$ cat src/rtl/id_ex_stage.sv
// ID/EX pipeline register: latches decoded control and operands, resolves the
// destination register, inserts load-use/flush bubbles and counts them.
module id_ex_stage #(
  parameter int DW = 32,
  parameter int CW = 32
) (
  input  logic          clk,
  input  logic          rst,
  input  logic          MIO_ready,
  input  logic          flush,
  input  logic          id_valid,
  input  logic          RegDst,
  input  logic          ALUSrc_A,
  input  logic          ALUSrc_B,
  input  logic          RegWrite,
  input  logic          mem_w,
  input  logic          Jal,
  input  logic [1:0]    DatatoReg,
  input  logic [2:0]    ALU_Control,
  input  logic [4:0]    id_rs,
  input  logic [4:0]    id_rt,
  input  logic [4:0]    id_rd,
  input  logic [4:0]    id_shamt,
  input  logic          id_use_rs,
  input  logic          id_use_rt,
  input  logic [DW-1:0] id_rs_data,
  input  logic [DW-1:0] id_rt_data,
  input  logic [DW-1:0] id_imm,
  input  logic [DW-1:0] id_pc4,
  output logic          ex_valid,
  output logic          ex_RegDst,
  output logic          ex_ALUSrc_A,
  output logic          ex_ALUSrc_B,
  output logic          ex_RegWrite,
  output logic          ex_mem_w,
  output logic          ex_Jal,
  output logic [1:0]    ex_DatatoReg,
  output logic [2:0]    ex_ALU_Control,
  output logic [4:0]    ex_rs,
  output logic [4:0]    ex_rt,
  output logic [4:0]    ex_shamt,
  output logic [4:0]    ex_wreg,
  output logic [DW-1:0] ex_rs_data,
  output logic [DW-1:0] ex_rt_data,
  output logic [DW-1:0] ex_imm,
  output logic [DW-1:0] ex_pc4,
  output logic          stall_if_id,
  output logic [CW-1:0] bubble_cnt
);

  localparam logic [CW-1:0] CNT_MAX = {CW{1'b1}};
  localparam logic [CW-1:0] CNT_ONE = CW'(1'b1);

  logic       load_use_s;
  logic       bubble_s;
  logic       count_s;
  logic [4:0] wreg_s;

  // Load-use hazard detection and stall request
  always_comb begin
    load_use_s = ex_valid & ex_RegWrite & (ex_DatatoReg == 2'b01) & (ex_wreg != 5'd0) & id_valid &
                 ((id_use_rs & (ex_wreg == id_rs)) | (id_use_rt & (ex_wreg == id_rt)));
    // A flushed instruction is never replayed, so flush suppresses the load-use stall
    stall_if_id = ~MIO_ready | (load_use_s & ~flush);
    bubble_s    = flush | load_use_s | ~id_valid;
    count_s     = flush | load_use_s;
  end

  // Destination register resolution
  always_comb begin
    wreg_s = 5'd0;
    if (!RegWrite) begin
      wreg_s = 5'd0;
    end else if (Jal) begin
      wreg_s = 5'd31;
    end else if (RegDst) begin
      wreg_s = id_rd;
    end else begin
      wreg_s = id_rt;
    end
  end

  // Pipeline register: reset/bubble clears, freeze holds, otherwise load
  always_ff @(posedge clk) begin
    if (rst || (MIO_ready && bubble_s)) begin
      ex_valid       <= 1'b0;
      ex_RegDst      <= 1'b0;
      ex_ALUSrc_A    <= 1'b0;
      ex_ALUSrc_B    <= 1'b0;
      ex_RegWrite    <= 1'b0;
      ex_mem_w       <= 1'b0;
      ex_Jal         <= 1'b0;
      ex_DatatoReg   <= 2'b00;
      ex_ALU_Control <= 3'b000;
      ex_rs          <= 5'd0;
      ex_rt          <= 5'd0;
      ex_shamt       <= 5'd0;
      ex_wreg        <= 5'd0;
      ex_rs_data     <= '0;
      ex_rt_data     <= '0;
      ex_imm         <= '0;
      ex_pc4         <= '0;
    end else if (MIO_ready) begin
      ex_valid       <= 1'b1;
      ex_RegDst      <= RegDst;
      ex_ALUSrc_A    <= ALUSrc_A;
      ex_ALUSrc_B    <= ALUSrc_B;
      ex_RegWrite    <= RegWrite;
      ex_mem_w       <= mem_w;
      ex_Jal         <= Jal;
      ex_DatatoReg   <= DatatoReg;
      ex_ALU_Control <= ALU_Control;
      ex_rs          <= id_rs;
      ex_rt          <= id_rt;
      ex_shamt       <= id_shamt;
      ex_wreg        <= wreg_s;
      ex_rs_data     <= id_rs_data;
      ex_rt_data     <= id_rt_data;
      ex_imm         <= id_imm;
      ex_pc4         <= id_pc4;
    end else begin
      ex_valid       <= ex_valid;
    end
  end

  // Saturating count of flush/load-use bubbles; frozen cycles are not counted
  always_ff @(posedge clk) begin
    if (rst) begin
      bubble_cnt <= '0;
    end else if (MIO_ready && count_s && (bubble_cnt != CNT_MAX)) begin
      bubble_cnt <= bubble_cnt + CNT_ONE;
    end else begin
      bubble_cnt <= bubble_cnt;
    end
  end

endmodule

$ cat config.mk
export PLATFORM = sky130hd
export DESIGN_NAME = id_ex_stage
export DESIGN_NICKNAME = d
export VERILOG_FILES = /design/src/rtl/id_ex_stage.sv
export SDC_FILE = /design/constraint.sdc
export NUM_CORES = 1
export LEC_CHECK = 0
export CORE_ASPECT_RATIO = 0.5
export CORE_MARGIN = 5
export CORE_UTILIZATION = 35
export DETAILED_ROUTE_END_ITERATION = 10
export HOLD_SLACK_MARGIN = 0.02
export MAX_ROUTING_LAYER = met4
export PLACE_DENSITY = 0.71
export SLEW_MARGIN = 20
export SYNTH_ARGS = -nofsm -noshare
export SYNTH_HDL_FRONTEND = slang
export SYNTH_SLANG_ARGS = --single-unit
$ cat constraint.sdc
create_clock -name clk -period 3.1 [get_ports clk]
set_input_delay 0.465 -clock clk [delete_from_list [all_inputs] [get_ports clk]]
set_output_delay 0.465 -clock clk [all_outputs]
set_load 0.005 [all_outputs]
* Word-level counts from Yosys, hierarchy flattened
Index checks and enable logic that the tools add are counted.
** Storage, ports and cells
- Logic and storage cells :: 46
- Input bits :: 166
- Output and inout bits :: 193
- Flip-flop bits (word level) :: 192
** Operators by class
- Muxes and demuxes :: 3
- Add/subtract/negate cells :: 1
- Equal/unequal tests :: 4
- Bitwise gates (word level) :: 15
- Reduce and logical (&&, ||, !) cells :: 5
** Operator list (number)
- 32-bit by 1-bit adder with 32-bit output (second input constant) :: 1
- 32-bit != test (second input constant) :: 1
- 5-bit two-way mux :: 3
- 5-bit equality test :: 2
- 1-bit AND :: 8
- 5-bit nonzero test :: 1
- 1-bit OR :: 4
- 1-bit logical AND :: 3
- 1-bit NOT :: 3
- 2-bit by 1-bit equality test with 1-bit output (second input constant) :: 1
- 1-bit logical OR :: 1

* Longest topological paths before layout
Gate-level depths: netlist of the first run.
- Depth after elaboration :: 9
- Depth in mapped cells :: 9
- Mapped depth without buffers :: 7

* Least setup slack after synthesis of the first run
OpenSTA, ideal clock, no wires.
- Path kind :: register to register
- From :: register ex_wreg[0]
- To :: register bubble_cnt[1]
- Setup time :: 128 ps
- Buffers on the path :: 2
- Slack :: 1034 ps
- Data arrival time :: 1939 ps
- Period minus slack after synthesis :: 2066 ps
- Required time :: 2972 ps
- Cell stages (with the launch flop) :: 9
- Path through :: dfxtp_1 > or4_1 > o211a_1 > o21a_1 > o211ai_2 > buf_6 > buf_6 > mux2i_1 > nor2_1
** Between the ends
- Longest elaborated chain between the ends :: 7
- Elaborated cells on any way between the ends :: 12
- Those cells by class :: eq/ne: 2; bitwise: 7; reduce/logical: 3
** RTL lines
- from (decl) :: line 42 : output logic [4:0] ex_wreg,
- from (signal assigned) :: line 116 : ex_wreg <= wreg_s;
- 5-bit equality test or 5-bit nonzero test (tied branches) :: line 62, 61
- 1-bit AND (on tied branches) :: line 62, 61
- 1-bit OR or 1-bit AND (tied branches) :: line 62, 61
- 1-bit AND * :: line 61 : load_use_s = ex_valid & ex_RegWrite & (ex_DatatoReg == 2'b01) & (ex_wreg != 5'd0) & id_valid &
- 1-bit OR * :: line 66 : count_s = flush | load_use_s;
- 1-bit logical AND * (2 in series) :: line 130 : end else if (MIO_ready && count_s && (bubble_cnt != CNT_MAX)) begin
- to (signal assigned) :: line 131 : bubble_cnt <= bubble_cnt + CNT_ONE;
- to (signal assigned) :: line 133 : bubble_cnt <= bubble_cnt;
- to (decl) :: line 48 : output logic [CW-1:0] bubble_cnt
Mark *: on every way between the ends. The rest lies on a longest branch, timed or not.
A chain may end at the register's enable or synchronous reset.

* Worst setup path in the final report of the first run
- From :: register ex_wreg[0]
- To :: output stall_if_id
** Between the ends
- Longest elaborated chain between the ends :: 6
- Elaborated cells on any way between the ends :: 11
- Those cells by class :: eq/ne: 2; bitwise: 8; reduce/logical: 1
** RTL lines
- 5-bit equality test or 5-bit nonzero test (tied branches) :: line 62, 61
- 1-bit AND (on tied branches) :: line 62, 61
- 1-bit OR or 1-bit AND (tied branches) :: line 62, 61
- 1-bit AND * :: line 61
- 1-bit AND * :: line 64 : stall_if_id = ~MIO_ready | (load_use_s & ~flush);
- 1-bit OR * :: line 64
- to (decl) :: line 47 : output logic stall_if_id,
Marks and branches as above.

==> results of run 1 <==
==> worst max-delay path by stage <==
stage | cells past startpoint | to | startpoint | slack (ns)
floorplan | 8 | bubble_cnt[1]$_SDFFE_PP0P_ | ex_wreg[0]$_SDFFE_PP0P_ | 1.03
global placement | 9 | bubble_cnt[12]$_SDFFE_PP0P_ | id_rs[4] | 0.32
detailed placement | 9 | bubble_cnt[13]$_SDFFE_PP0P_ | id_rs[4] | 0.25
CTS | 5 | stall_if_id | ex_wreg[1]$_SDFFE_PP0P_ | 0.31
global route | 7 | stall_if_id | id_rs[4] | 0.19
finish | 5 | stall_if_id | ex_wreg[0]$_SDFFE_PP0P_ | 0.35
==> where the power goes <==
part / switching, mW / internal (mW)
logic: 0.304 / 0.505
registers: 0.0590 / 2.57
clock network: 0.964 / 1.62
total: 1.33 / 4.70
==> worst max-delay path, cell delays in order, from the launching register on <==
cell and delay, ns:
dfxtp_1 0.38, or4_1 0.55, o211a_1 0.28, nand2_1 0.08
o21ai_0 0.06, clkdlybuf4s50_1 0.49
==> layout by cell type (no fill, tap or decap), types with 3 or more instances in the layout <==
cell type	Yosys	routed
buf_4	0	5
o21ai_0	22	22
nor4_1	3	3
and3_1	7	7
clkbuf_16	0	17
buf_12	0	5
nor2_1	169	169
clkdlybuf4s50_1	0	357
mux2_2	11	11
nand2_1	13	13
nor2b_1	5	5
nand3_1	13	13
nand2b_1	5	5
nor3_1	4	4
bufinv_16	0	6
clkbuf_8	0	6
dfxtp_1	192	192
o211ai_1	5	5
a21oi_1	29	29
or3_1	22	22
inv_1	4	4
xnor2_1	10	10
nand4_1	12	12
mux2i_1	155	155
==> metrics by stage <==
stage / setup WS (ns) / util, % / area, um2
4_1_cts: 0.307 / 57.9 / 12000
2_1_floorplan: 1.03 / - / 7420
3_5_place_dp: 0.250 / 54.6 / 11300
5_1_grt: 0.191 / 57.9 / 12000
6_report: 0.346 / 57.9 / 12000
3_3_place_gp: 0.319 / 54.6 / 11300
==> logic make-up after synthesis <==
group	Yosys count
AO/OA/AOI/OAI	65
flip-flops	192
buffers and inverters	50
adder cells (fa/ha/maj)	1
AND/OR/NAND/NOR	263
multiplexers	166
XOR/XNOR	11
==> flip-flops by register name, indices dropped and copies added (netlist names), 2 cells and up <==
signal	flops
ex_shamt	5
ex_imm	32
ex_rs	5
ex_DatatoReg	2
ex_wreg	5
ex_rs_data	32
ex_ALU_Control	3
ex_pc4	32
ex_rt_data	32
ex_rt	5
bubble_cnt	32
==> layer usage <==
layer	share of wire, %	vias to the layer above	wire (um)	track usage (%)
met2	53	155	12500	33.9
li1	-	3256	-	-
met5	0	-	0	-
met3	3.3	41	790	3.88
met4	2.8	0	677	8.47
met1	41	3214	9800	21.9
==> synth_stat cells (all sizes together), types with 7 or more instances <==
master,count,share of area [%]
dfxtp,192,52
nor2,169,8.5
mux2i,155,21
clkbuf,33,1.7
a21oi,30,2.2
o21ai,23,1.6
or3,22,1.9
buf,13,1.1
nand2,13,0.66
nand3,13,0.88
nand4,12,1.0
mux2,11,1.7
xnor2,10,1.2
and3,7,0.59
==> final cells by class <==
class / count / area (um2) / area share, %
well taps: 273 / 342 / 2.85
inverters: 4 / 15.0 / 0.125
multi-input cells: 506 / 3360 / 28.1
clock buffers: 23 / 498 / 4.15
repair buffers: 368 / 3720 / 31.1
flip-flops and latches: 192 / 3840 / 32.1
clock inverters: 9 / 200 / 1.67
==> metrics, run 1 <==
status=completed; post-CTS sizing=0; vias per cell=4.85; layout cell share with drive strength beyond 1=5.26%; hold endpoint=bubble_cnt[30]$_SDFFE_PP0P_; Post-DP HPWL=17800 um; Die ar.=0.0244 mm2; crit path launch type=flip-flop; Setup TNS=0 ns; DRC Markers=0; simple-gate share of the synthesized area=16.0%; Synth Warn #=0; detailed-route wire length=23800 um; Compound-Gate Fraction of Synth Area=5.19%; # clock sinks=192; worst reg2reg path depth=7; Post-synth EDFFs=0; Vias=6666; WL per Instance=17.3 um; Avg Cell Area, Syn=9.92 um2; sequential area share after synthesis=51.8%; mux share of post-synthesis cell area=22.6%; DR iter-0 viols=316; largest net degree at the start of global routing=108; Rows=37; Mapped Nets=915; clk buf depth=2; Worst VDD drop=0.000508 V; xor and xnor area share after synthesis=1.30%; Hold Crit Start=MIO_ready; hold path cells=4; first-pass GRT wire length=36600 um; Synth cell types=39; data required time of the worst path=2.63 ns; largest family of logic cells by synthesized area=multiplexers; crit share post-route=88.8%; Die X-Extent=216 um; placed cell count=1343; clock-pin slew on the worst setup and hold paths=0.07 ns; cts bufs inserted=17; Final Max Slew Viols=0; post-CTS setup buffers=0; RSZ-0062 raised after global routing=false; CTS tree=built; Post-Syn Area=0.00742 mm2; Seq cells post-synth=192; final cell count without fillers=1375; Tot Pwr=6.02 mW; ANT nets after route=0; Initial Utilization=35.9%; Post-Synth Adder-Cell Area=0.169%; Max Clk Rate=363 MHz; Async SR Flop Fraction=0%; r2r endpoint=bubble_cnt[1]$_SDFFE_PP0P_; fillcell total=1756; crit path DAT=2.29 ns; min Tclk post-route=2.75 ns; # diodes=0; Clock Tree Root=clkbuf_16; number of setup violations in the final report=0; CTS H-tree depth=4; DIE HEIGHT=113 um; worst relative slew slack=34.4%; Core Area=0.0207 mm2; hold slack=0.458 ns; Final Net Count=1256; PwrDens=502 mW/mm2; kind of critical path=flip-flop to output pin; endpoints failing hold=0; Max-Cap Viols=0; Clock Skew=0.0132 ns; Main synth FF type=dfxtp_1; vias in the first global route=6533; Critical Path End Type=output pin; worst slew pin tran=0.983 ns; number of hold buffers added after CTS=0; # IOs=359; initial antenna violation count=0; drt first pass iters=5; Static Leak=4.74 nW; CP Max Fanout=5; GRT overflow=0; flop-to-flop setup slack=0.67 ns; GPL Wtd Cong=0.838; worst reg2reg path startpoint=ex_wreg[0]$_SDFFE_PP0P_; worst min path class=primary input to flip-flop; area delta synth->final=61.5%; Clk Latency, worst-skew pair=0.45 ns; Total Routing Usage GR=19.4%; Port-buffer cells=358; Mapped Cells=748
(Power assumes the default switching activity.)
==> run 2: changes to the inputs <==
HOLD_SLACK_MARGIN = 0.1   (was 0.02)
==> results of run 2 <==
Same layout as run 1: the final DEF is identical, and so are final timing and power.
